### config.mk
export PLATFORM = sky130hd
export DESIGN_NAME = demux1to4_buffered
export DESIGN_NICKNAME = d
export VERILOG_FILES = /design/src/rtl/demux1to4_buffered.sv
export SDC_FILE = /design/constraint.sdc
export NUM_CORES = 1
export LEC_CHECK = 0
export CORE_MARGIN = 4
export CORE_UTILIZATION = 53
export DETAILED_ROUTE_END_ITERATION = 7
export PLACE_DENSITY = 0.9
export REMOVE_ABC_BUFFERS = 1
export SYNTH_ARGS = -nofsm -noshare
export SYNTH_HDL_FRONTEND = slang
export SYNTH_SLANG_ARGS = --single-unit
### constraint.sdc
create_clock -name clk -period 1.9 [get_ports clk]
set_input_delay 0.38 -clock clk [delete_from_list [all_inputs] [get_ports clk]]
set_output_delay 0.38 -clock clk [all_outputs]
set_load 0.03 [all_outputs]
### src/rtl/demux1to4_buffered.sv
// 1-to-4 demultiplexer with an independent 2-entry FIFO behind each output channel.
// Input is head-of-line blocked: a word for a full channel stalls even if others have room.
module demux1to4_buffered #(
    parameter int WIDTH = 4
) (
    input  logic             clk,
    input  logic             rst_n,
    input  logic             in_valid,
    output logic             in_ready,
    input  logic [WIDTH-1:0] in_data,
    input  logic [1:0]       in_sel,
    output logic [3:0]       out_valid,
    input  logic [3:0]       out_ready,
    output logic [WIDTH-1:0] out_data0,
    output logic [WIDTH-1:0] out_data1,
    output logic [WIDTH-1:0] out_data2,
    output logic [WIDTH-1:0] out_data3
);

    logic [WIDTH-1:0] r_mem   [4][2];
    logic             r_wptr  [4];
    logic             r_rptr  [4];
    logic [1:0]       r_count [4];

    logic [3:0]       w_push;
    logic [3:0]       w_pop;
    logic [WIDTH-1:0] w_head  [4];

    // Readiness depends only on the selected channel, so a full channel blocks the input.
    assign in_ready = (r_count[in_sel] < 2'd2);

    genvar gi;
    generate
        for (gi = 0; gi < 4; gi++) begin : g_chan
            assign w_push[gi]    = in_valid & in_ready & (in_sel == 2'(gi));
            assign out_valid[gi] = (r_count[gi] != 2'd0);
            assign w_pop[gi]     = out_valid[gi] & out_ready[gi];
            assign w_head[gi]    = r_mem[gi][r_rptr[gi]];

            always_ff @(posedge clk or negedge rst_n) begin
                if (!rst_n) begin
                    r_mem[gi][0] <= '0;
                    r_mem[gi][1] <= '0;
                    r_wptr[gi]   <= 1'b0;
                    r_rptr[gi]   <= 1'b0;
                    r_count[gi]  <= 2'd0;
                end else begin
                    if (w_push[gi]) begin
                        r_mem[gi][r_wptr[gi]] <= in_data;
                        r_wptr[gi]            <= ~r_wptr[gi];
                    end
                    if (w_pop[gi]) begin
                        r_rptr[gi] <= ~r_rptr[gi];
                    end
                    case ({w_push[gi], w_pop[gi]})
                        2'b10:   r_count[gi] <= r_count[gi] + 2'd1;
                        2'b01:   r_count[gi] <= r_count[gi] - 2'd1;
                        default: r_count[gi] <= r_count[gi];
                    endcase
                end
            end
        end
    endgenerate

    assign out_data0 = w_head[0];
    assign out_data1 = w_head[1];
    assign out_data2 = w_head[2];
    assign out_data3 = w_head[3];

endmodule

==> results.md, run 1 <==
* Design Power at 4940 uW
* Clock skew at 3.34 ps
* Data arrival time of the worst path at 1470 ps
* Worst-margin pin slew at 402 ps
* DRC violations left at 0
* # rows at 23
* Power Dens Cells at 1820 mW/mm^2
* Final Hold Fails at 0
* GR peak layer: met2
* Clock slew at reported path FFs at 90 ps
* Crit path cell chain: dlygate4sd2_1, buf_6, mux4_2, inv_1, buf_6
* GRT Overall Usage at 18.4%
* Final Setup Violations at 0
* Max FO, Critical Path at 4
* Post-CTS Setup Repair Bufs at 0
* Vias at 1322
* Initial antenna violation count at 0
* Nets at 216
* Synth Instances at 155
* Clock Sinks at 48
* Synth area leader: dfrtp_1
* H-tree Lvls at 2
* Worst Hold Launch: r_wptr[0]
* Most numerous cell on the critical path: buf_6
* Relative slew slack at 73.2%
* Syn Area/Cell at 14.2 um^2
* Ys flop type: dfrtp_1
* Largest net degree at the start of global routing at 19
* M2 GR Usage at 29.0%
* Port Buffers at 33
* Clk_lat worst skew at 300 ps
* Seq/Total Area, Yosys at 54.6%
* Worst hold path type: flop to flop
* Die ar. at 0.00525 mm^2
* Diodes inserted at 0
* YS warnings at 0
* WHS at 499 ps
* First-iteration detailed-routing DRC count at 39
* CP Launch Type: input pin
* Leakage power at 0.00124 uW
* Die X at 72.4 um
* Met1 GRT Util at 23.6%
* Vias in the first global route at 1424
* Setup CP Type: input pin to primary output
* GPL Wtd Cong at 0.797
* Hpwl dp at 3.22 mm
* Share of the synthesized area in the top cell type at 54.6%
* Layout area overhead at 23.5%
* TritonCTS Buffers at 5
* Final WL at 4.26 mm
* Tcrit/Tclk final at 97.1%
* Die height at 72.4 um
* Max Fclk at 0.542 GHz
* Synthesized cell area at 0.00220 mm^2
* Worst ir drop on vdd at 0.00116 V
* Max-cap violation count at 0
* Initial Utilization at 55.0%
* Worst Path Required at 1520 ps
* Antenna viol nets, final at 0
* Avg Vias per Cell at 5.29
* Post-synth EDFFs at 0
* TritonRoute pass-1 iters at 4
* CP peak stage delay at 500 ps
* Core area at 0.00400 mm^2
* Reg-to-Reg Start: r_count[7]
* First-pass GRT wire length at 7.18 mm
* WL/cell at 17.1 um
* Clock Path Buffers at 2
* RSZ-0062 raised after global routing: no
* Total Neg Setup Slack at 0 ps
* Most frequent cells in the layout: 44 x mux2_2, 44 x dfrtp_1, 21 x dlygate4sd2_1
* # IOs at 34
* Fraction of layout cells with a size suffix above 1 at 40.0%
* Met3 usage at 5.26%
* Clk root buf: clkbuf_8
* Netlist cell types at 18
* Setup crit end kind: primary output
* CTS tree: yes
* Min cycle time layout at 1850 ps
* Grt ovf at 0
* Ys async rst share at 100%
* Slowest stage cell, crit path: mux4_2
* Critical path startpoint: in_sel[0]
* Status: finished clean
* Area contributors post-synth: dfrtp_1 55%, mux2_2 23%, xnor2_1 4.8%
* Max Slew Vio Count at 0
* #FFs+latches synth at 48
[final timing paths]
check	end	slack (ps)	cells past startpoint
max	in_ready	50	5
min	r_wptr[0]	500	1
max reg2reg	r_mem[25]	240	3
min reg2reg	r_wptr[0]	500	1
max in group asynchronous	r_rptr[1]	780	3
min in group asynchronous	r_mem[29]	530	2
[registers in the layout, summed over array words and instances (netlist names)]
register  count
r_rptr        4
r_count       8
r_wptr        4
r_mem        32
[area by class of cell]
type | count | area [um^2]
Clock buffer | 6 | 82.6
Clock inverter | 2 | 15.0
Fill cell | 285 | 1280
Inverter | 5 | 18.8
Multi-Input combinational cell | 97 | 956
Sequential cell | 48 | 1210
Tap cell | 50 | 62.6
Timing Repair Buffer | 42 | 377
[cells in the mapped netlist, types with 2 or more instances]
cell type,number
xnor2_1,12
nor2_1,8
xor2_1,8
ha_1,4
nand4bb_1,2
dfrtp_1,48
clkbuf_1,3
and2_1,4
mux2_2,44
mux2_4,4
inv_1,5
or2_2,7
[metrics by stage]
stage	utilization, %	cell area [um^2]	setup WS, ps	std cells
after floorplan	-	2170	185	150
after global placement	65.5	2620	-338	241
after detailed placement	65.5	2620	-395	241
after CTS	67.8	2710	5.67	250
after global routing	67.9	2720	16.0	250
final	67.9	2720	54.3	250
[critical path: cells and delay by family]
family,cells,cell delay (ps)
mux,1,500
buf+inv,4,590
[logic make-up (layout without fill, tap and decap cells)]
kind of cell,Yosys count,in the layout,synth area share (%)
and+or+nand+nor,24,24,6.65
adders and majority gates,4,4,2.27
xor gates and xnor gates,20,20,7.96
muxes,49,49,26.4
buffers and inverters,10,55,2.10
DFF,48,48,54.6
[layer usage]
metal | part of all wire (%) | vias to the layer above
met5 | 0 | -
met4 | 1.6 | 0
met3 | 4.8 | 6
li1 | - | 614
met2 | 49 | 38
met1 | 44 | 664
[timing repair]
action | CTS | global route
gates cloned | 0 | 0
hold endpoints to repair | 16 | 0
endpoints found under the setup margin | 25 | 5
pin swaps | 0 | 0
gates resized for setup | 29 | 2
hold buffers | 1 | 0
[report_power, final]
part	switching, uW	internal, uW
Sequential	413	1550
Clock	337	295
Combinational	1190	1150
Total	1940	3000
No activity file was read; power rests on OpenSTA's default activity.
==> run 2: changes to the inputs <==
CAP_MARGIN = 10   (was default)
==> results of run 2 <==
Final layout, timing and power as in run 1 (identical DEF).
==> variant (settings of run 2) <==
`WIDTH`: 4 -> 3.
--- a/src/rtl/demux1to4_buffered.sv
+++ b/src/rtl/demux1to4_buffered.sv
@@ -1,7 +1,7 @@
 // 1-to-4 demultiplexer with an independent 2-entry FIFO behind each output channel.
 // Input is head-of-line blocked: a word for a full channel stalls even if others have room.
 module demux1to4_buffered #(
-    parameter int WIDTH = 4
+    parameter int WIDTH = 3
 ) (
     input  logic             clk,
     input  logic             rst_n,
Interface: changed (5 resized); port bits go from 34 to 29. The function was not compared with the original's and may differ.
==> variant against run 2 <==
- sequential cell count shrank 8
- total power is 19% lower
- critical path type is now flop to primary output
- worst setup slack improved by 4.3 ps
- routed wire length is 20% lower
- area after synthesis decreased by 16%
- final area down 17%
- highest routed layer unchanged
- register-to-register slack worse by 60 ps
==> variant: results (changes against run 2) <==
synth_cell_types: 16  # was 18
gp_congestion: 0.784  # was 0.797
clock_skew_ps: 9.56  # was 3.34 ps
ys_top_cells_by_count: "dfrtp_1, mux2_2, xnor2_1"  # unchanged
drtPass1Iterations: 3  # was 4
cts-root-buf: "clkbuf_4"  # was clkbuf_8
fillCellCount: 236  # was 285
path_clk_slew_ps: 110  # was 90 ps
grt_pass1_vias: 1196  # was 1424
power.leakage_nw: 1.03  # was 1.24 nW
largestRegisters: "r_mem x24, r_count x8"  # was r_mem x32, r_count x8
irDropWorstVdd_mv: 0.603  # was 1.16 mV
vias: 1078  # was 1322
drt_iter0_markers: 34  # was 39
dpl_worst_slack_ps: -313  # was -395 ps
portBuffers: 28  # was 33
p_int_w: 0.00243  # was 0.00300 W
grt_max_degree: 41  # was 19
largest_register_ffs: 24  # was 32
drive_gt1_share_pct: 39.3  # was 40.0%
ys_seq_area_share_pct: 54.3  # was 54.6%
grt_pass1_wl_um: 5900  # was 7180 µm
hpwlAfterDp_um: 2550  # was 3220 µm
max_slew.worst_pin.slew_ps: 497  # was 402 ps
cp_max_fo: 4  # unchanged
synth_area_leaders: "dfrtp_1, mux2_2, xnor2_1, xor2_1, ha_1"  # was dfrtp_1, mux2_2, xnor2_1, xor2_1, mux2_4
grt_util_all_layers_pct: 18.4  # about the same
outcome: "finished clean"  # unchanged
==> variant: cell families (layout without fill, tap and decap cells) <==
group                      Yosys count  in the layout  synth area share (%)
adders and majority gates            4              4                  2.72
muxes                               37             37                  24.0
xor gates and xnor gates            20             20                  9.51
buffers and inverters                6             48                  1.29
and+or+nand+nor                     24             24                  8.08
DFF                                 40             40                  54.3
==> variant: metal layers <==
| layer | wire length [µm] | part of all wire, % | global-route usage, % | up-vias |
|---|---|---|---|---|
| met4 | 58 | 1.7 | 7.59 | 0 |
| met1 | 1560 | 45 | 23.0 | 517 |
| met5 | 0 | 0 | 0 | - |
| met3 | 211 | 6.2 | 6.75 | 5 |
| li1 | - | - | - | 530 |
| met2 | 1600 | 47 | 28.8 | 26 |
==> variant: path summary, 6_finish.rpt <==
| check | from | to | slack (ps) | depth (start not counted) |
|---|---|---|---|---|
| worst min register to register | r_wptr[3]$_DFFE_PN0N_ | r_wptr[3]$_DFFE_PN0N_ | 510 | 1 |
| worst min-delay path | in_sel[1] | r_wptr[3]$_DFFE_PN0N_ | 440 | 3 |
| worst max register to register | r_count[7]$_DFFE_PN0P_ | r_mem[21]$_DFFE_PN0P_ | 180 | 3 |
| worst max-delay path | r_count[1]$_DFFE_PN0P_ | in_ready | 60 | 3 |
| max in group asynchronous | rst_n | r_rptr[1]$_DFFE_PN0P_ | 1070 | 2 |
| min in group asynchronous | rst_n | r_mem[1]$_DFFE_PN0P_ | 450 | 2 |
==> variant: power groups by stage <==
stage / combinational [W] / sequential, W / clock (W)
final: 0.00200 / 0.00163 / 0.000394
after global routing: 0.00216 / 0.00168 / 0.000445
after CTS: 0.00195 / 0.00163 / 0.000400
after detailed placement: 0.00211 / 0.00165 / 0
after global placement: 0.00204 / 0.00160 / 0
after floorplan: 0.00146 / 0.00153 / 0
==> variant: stage by stage <==
stage | std cells | cell area [µm²] | setup TNS (ps)
floorplan | 130 | 1840 | 0
detailed placement | 209 | 2210 | -4910
finish | 219 | 2260 | 0
CTS | 216 | 2230 | 0
global route | 219 | 2260 | 0
global placement | 209 | 2210 | -3720
==> variant: layout make-up <==
type	count	area, µm²	share of cell area, %
flip-flops and latches	40	1000	44.4
multi-input cells	85	817	36.1
repair buffers	36	320	14.1
well taps	46	57.6	2.54
clock buffers	6	41.3	1.82
inverters	5	18.8	0.829
clock inverters	1	5.00	0.221
==> variant: critical path, delay by kind of cell (launching register included) <==
kind	cells	cell delay [ps]
flip-flops	1	430
multiplexers	1	500
buffers and inverters	2	190
==> variant: timing repair <==
action / in CTS / in global routing
endpoints found under the hold margin: 0 / 0
hold buffers: 0 / 0
cloned: 0 / 0
setup buffers: 0 / 3
gates resized for setup: 19 / 17
endpoints found under the setup margin: 17 / 16
